## src/rtl/mem_req_ctrl.sv

```systemverilog
// mem_req_ctrl: MEM-stage bus request controller (IDLE/ISSUE/WAIT/RESP).
// Pipeline side: req_valid/cmd/addr/wdata in; req_stall, rsp_valid/data/err out.
// Memory side: proc2mem_command/addr/data out; mem2proc_response/data/tag in.
// Clock clk, synchronous active-high reset rst.
// Optional macro MEM_REQ_TIMEOUT_EN: abandon an access after TIMEOUT_CYCLES.
module mem_req_ctrl #(
  parameter int TIMEOUT_CYCLES = 1024
) (
  input  logic        clk,
  input  logic        rst,
  input  logic        req_valid,
  input  logic [1:0]  req_cmd,
  input  logic [31:0] req_addr,
  input  logic [31:0] req_wdata,
  output logic        req_stall,
  output logic        rsp_valid,
  output logic [31:0] rsp_data,
  output logic        rsp_err,
  output logic [1:0]  proc2mem_command,
  output logic [31:0] proc2mem_addr,
  output logic [31:0] proc2mem_data,
  input  logic [3:0]  mem2proc_response,
  input  logic [31:0] mem2proc_data,
  input  logic [3:0]  mem2proc_tag
);

  localparam logic [1:0] BUS_NONE  = 2'd0;
  localparam logic [1:0] BUS_STORE = 2'd2;

  typedef enum logic [1:0] {
    IDLE  = 2'd0,
    ISSUE = 2'd1,
    WAIT  = 2'd2,
    RESP  = 2'd3
  } state_t;

  state_t      state_q, state_d;
  logic [1:0]  cmd_q;
  logic [31:0] addr_q, wdata_q;
  logic [3:0]  tag_q, tag_d;
  logic [31:0] rdata_q, cap_data;
  logic        err_q, cap_err;
  logic        latch, cap;
  logic        tmo;
  logic        new_req;

  assign new_req = req_valid && (req_cmd != BUS_NONE);

  if (TIMEOUT_CYCLES < 1) begin : g_bad_timeout
  end

`ifdef MEM_REQ_TIMEOUT_EN
  localparam int CW = $clog2(TIMEOUT_CYCLES + 1);
  logic [CW-1:0] cnt_q;

  // This cycle is the TIMEOUT_CYCLES-th one spent in ISSUE/WAIT.
  assign tmo = (cnt_q == CW'(TIMEOUT_CYCLES - 1));

  always_ff @(posedge clk) begin
    if (rst) begin
      cnt_q <= '0;
    end else if (state_q == IDLE) begin
      cnt_q <= '0;
    end else if (state_q == ISSUE || state_q == WAIT) begin
      cnt_q <= cnt_q + 1'b1;
    end
  end
`else
  assign tmo = 1'b0;
`endif

  always_comb begin
    state_d  = state_q;
    tag_d    = tag_q;
    latch    = 1'b0;
    cap      = 1'b0;
    cap_data = '0;
    cap_err  = 1'b0;
    unique case (state_q)
      IDLE: begin
        tag_d = '0;
        if (new_req) begin
          latch   = 1'b1;
          state_d = ISSUE;
        end
      end
      ISSUE: begin
        if (mem2proc_response != 4'd0) begin
          if (cmd_q == BUS_STORE) begin
            cap     = 1'b1;
            state_d = RESP;
          end else if (mem2proc_tag == mem2proc_response) begin
            cap      = 1'b1;
            cap_data = mem2proc_data;
            state_d  = RESP;
          end else begin
            tag_d   = mem2proc_response;
            state_d = WAIT;
          end
        end else if (tmo) begin
          cap     = 1'b1;
          cap_err = 1'b1;
          state_d = RESP;
        end
      end
      WAIT: begin
        if (mem2proc_tag != 4'd0 && mem2proc_tag == tag_q) begin
          cap      = 1'b1;
          cap_data = mem2proc_data;
          state_d  = RESP;
        end else if (tmo) begin
          cap     = 1'b1;
          cap_err = 1'b1;
          state_d = RESP;
        end
      end
      RESP: begin
        tag_d   = '0;
        state_d = IDLE;
      end
      default: state_d = IDLE;
    endcase
  end

  always_ff @(posedge clk) begin
    if (rst) begin
      state_q <= IDLE;
      cmd_q   <= BUS_NONE;
      addr_q  <= '0;
      wdata_q <= '0;
      tag_q   <= '0;
      rdata_q <= '0;
      err_q   <= 1'b0;
    end else begin
      state_q <= state_d;
      tag_q   <= tag_d;
      if (latch) begin
        cmd_q   <= req_cmd;
        addr_q  <= req_addr;
        wdata_q <= req_wdata;
      end
      if (cap) begin
        rdata_q <= cap_data;
        err_q   <= cap_err;
      end
    end
  end

  assign req_stall = (state_q == IDLE && new_req)
                   || state_q == ISSUE || state_q == WAIT;
  assign rsp_valid = (state_q == RESP);
  assign rsp_data  = rdata_q;
`ifdef MEM_REQ_TIMEOUT_EN
  assign rsp_err   = err_q;
`else
  assign rsp_err   = 1'b0;
`endif

  assign proc2mem_command = (state_q == ISSUE) ? cmd_q : BUS_NONE;
  assign proc2mem_addr    = (state_q == ISSUE) ? addr_q : '0;
  assign proc2mem_data    = (state_q == ISSUE) ? wdata_q : '0;

endmodule

```

## config.mk

```make
export PLATFORM = sky130hd
export DESIGN_NAME = mem_req_ctrl
export DESIGN_NICKNAME = d
export VERILOG_FILES = /design/src/rtl/mem_req_ctrl.sv
export SDC_FILE = /design/constraint.sdc
export NUM_CORES = 1
export LEC_CHECK = 0
export ABC_AREA = 1
export CAP_MARGIN = 5
export CELL_PAD_IN_SITES_DETAIL_PLACEMENT = 0
export CELL_PAD_IN_SITES_GLOBAL_PLACEMENT = 1
export CORE_MARGIN = 2
export CORE_UTILIZATION = 31
export CTS_CLUSTER_SIZE = 8
export DETAILED_ROUTE_END_ITERATION = 6
export PLACE_DENSITY = 0.86
export REMOVE_ABC_BUFFERS = 1
export SYNTH_ARGS = -nofsm -noshare
export SYNTH_HDL_FRONTEND = slang
export SYNTH_SLANG_ARGS = --single-unit
```

## constraint.sdc

```tcl
create_clock -name clk -period 5.05 [get_ports clk]
set_input_delay 0.7575 -clock clk [delete_from_list [all_inputs] [get_ports clk]]
set_output_delay 0.7575 -clock clk [all_outputs]
set_load 0.01 [all_outputs]
```

==> results.yml <==
cts:
  root_buffer: "clkbuf_16"
  cts_max_level: 3
  cts.path.max_buffers: 2
  cts_tree: "built"
  clk_latency_ns: 0.34
  hold_buffers: 0
  clkSinkCount: 104
  path_clk_slew_ns: 0.07
  numCtsBuffers: 9
  cts.repair.resized: 0
  postCtsSetupRepairBufs: 0
power:
  finalPower_uw: 2790
  cellLeakagePower_uw: 0.00336
  irDropWorstVdd_mv: 0.228
  p_per_area_nw_per_um2: 386
place:
  hpwl_mm: 9.77
  port_buffers: 208
  postPlaceCellArea_um2: 6930
  routabilityCongestion: 0.779
yosys:
  synthAdderAreaFrac_pct: 1.03
  synthCells: 745
  synth_area_per_cell_um2: 6.50
  synthSimpleGateAreaFrac_pct: 32.0
  synth-compound-area-share_pct: 11.4
  synthXorXnorAreaFrac_pct: 0
  netlist_area_um2: 4840
  yosysUniqueCellTypes: 22
  synth_top_family_by_area: "simple AND/OR/NAND/NOR gates"
  ys_seq_area_share_pct: 43.0
  ys_warn_count: 0
  synth.ff_latch_count: 104
  synthMuxAreaShare_pct: 0
final_layout:
  antenna_cells: 0
  drive_gt1_share_pct: 3.58
  final_nets: 1031
  final_cell_mix: "clkdlybuf4s50_1 (208), nand2_1 (168), nor2_1 (165)"
  layout_commonest_cell: "clkdlybuf4s50_1"
  syn2layout_area_growth_pct: 49.2
  utilization_pct: 47.5
  finalInstanceArea_um2: 7220
drt:
  drt_iter0_drc: 253
  postRouteAntennaNets: 0
  vias_per_cell: 4.54
  drc_errors: 0
  wl_per_cell_um: 13.4
  firstDrtPassIters: 4
  wl_mm: 14.8
  dr_total_vias: 5042
grt:
  grt_overflow: 0
  grt_usage_pct: 17.7
  antenna_found_initial: 0
  grt_max_degree: 71
  grt_pass1_wl_mm: 23.6
  grt_pass1_vias: 4790
worst_setup_path:
  crit_fanout: 39
  timing.rr.end: "rsp_data[15]"
  criticalPathCategory: "register to primary output"
  required_ns: 4.29
  crit_path_end_kind: "primary output"
  ff2ff_path_depth: 11
  ff2ff_setup_slack_ns: 2.14
  start_kind: "register"
  r2r_start: "state_q[1]"
  cp.arrival_ns: 2.67
floorplan:
  pin_count: 210
  die_h_um: 129
  start_util_pct: 31.8
  die_area_um2: 16600
  die_width_um: 129
  core_area_um2: 15200
  rows: 45
sta:
  fin_crit_sh_pct: 67.9
  fin_crit_ns: 3.43
  max_slew_margin_pct: 17.5
  rsz0062_at_grt: "false"
  setup_viol: 0
  finalHoldViolCount: 0
  worst_slew_pin_slew_ns: 1.24
  fmax_mhz: 292
  finClkSkew_ns: 0.00510
  drv_slew: 0
run_status:
  outcome: "completed"
min_path:
  min_from: "rsp_data[17]"
  whs_path_depth: 2
  holdPathEnd: "rsp_data[17]"
  hold_class: "register to register"
flow_run:
  drv_cap: 0
-- routing by layer --
metal	vias up	track usage, %	part of all wire, %
met1	2230	22.5	47
met4	0	5.31	1.1
li1	2621	-	-
met2	179	28.2	43
met5	-	0	0
met3	12	6.44	9.4
-- power by group --
part           switching [uW]  leakage, uW  internal (uW)  total, uW
clock network             305     0.000145            393        698
registers                81.5     0.000852            971       1050
logic                     649      0.00237            387       1040
-- how the worst max path moves through the flow --
stage | from | endpoint | slack [ns] | cells past startpoint
after floorplan | req_cmd[1] | req_stall | -0.02 | 4
after global placement | state_q[1] | proc2mem_data[2] | 1.97 | 6
after detailed placement | state_q[1] | proc2mem_data[22] | 1.95 | 6
after CTS | state_q[1] | proc2mem_data[22] | 1.56 | 6
after global routing | state_q[1] | proc2mem_addr[14] | 1.40 | 6
final | state_q[1] | req_stall | 1.62 | 6
-- critical path: stages, from the launching register on --
cell and delay, ns:
dfxtp_1 0.34, inv_1 0.11, ha_2 0.61, buf_4 0.52, nor2_1 0.10, nand2_1 0.09, clkdlybuf4s50_1 0.53
-- registers in the layout, indices dropped and copies added (netlist names) --
| register | flops |
|---|---|
| wdata_q | 32 |
| state_q | 2 |
| addr_q | 32 |
| tag_q | 4 |
| cmd_q | 2 |
| rsp_data | 32 |
-- metrics by stage --
| stage | hold slack [ns] | std cells | worst slack [ns] | setup TNS [ns] |
|---|---|---|---|---|
| after floorplan | 0.448 | 694 | -0.0184 | -0.0184 |
| after global placement | 0.462 | 1095 | 1.97 | 0 |
| after detailed placement | 0.469 | 1095 | 1.95 | 0 |
| after CTS | 0.486 | 1110 | 1.56 | 0 |
| after global routing | 0.501 | 1110 | 1.40 | 0 |
| final | 0.480 | 1110 | 1.62 | 0 |
-- kinds of logic (layout without fill, tap and decap cells) --
group / after synthesis / in the layout
compound gates: 110 / 110
fa+ha+maj: 4 / 4
buf+inv: 139 / 316
flops: 104 / 104
other cells: 1 / 1
simple gates: 387 / 387
-- synthesized netlist by cell type --
master / count / area, um^2
nand2_1: 168 / 631
nand3_1: 40 / 200
inv_2: 1 / 3.75
inv_1: 87 / 327
o21ai_0: 47 / 235
buf_4: 1 / 7.51
buf_1: 6 / 22.5
nand4_2: 1 / 12.5
nand2_2: 1 / 6.26
clkbuf_1: 27 / 101
conb_1: 1 / 3.75
nor2_1: 166 / 623
nor2_2: 4 / 25.0
o21ai_1: 22 / 110
buf_6: 9 / 101
nand2_4: 1 / 11.3
buf_2: 8 / 40.0
ha_1: 4 / 50.1
dfxtp_1: 104 / 2080
nand4_1: 5 / 31.3
nand3_2: 1 / 10.0
a21oi_1: 41 / 205
-- layout make-up --
cell class	instances	area, um^2
Multi-Input combinational cell	502	2170
Fill cell	1601	7980
Timing Repair Buffer	213	2120
Inverter	88	330
Clock inverter	4	45.0
Sequential cell	104	2080
Tap cell	188	235
Clock buffer	11	243
Note: power is estimated with default switching activity, not from simulation.
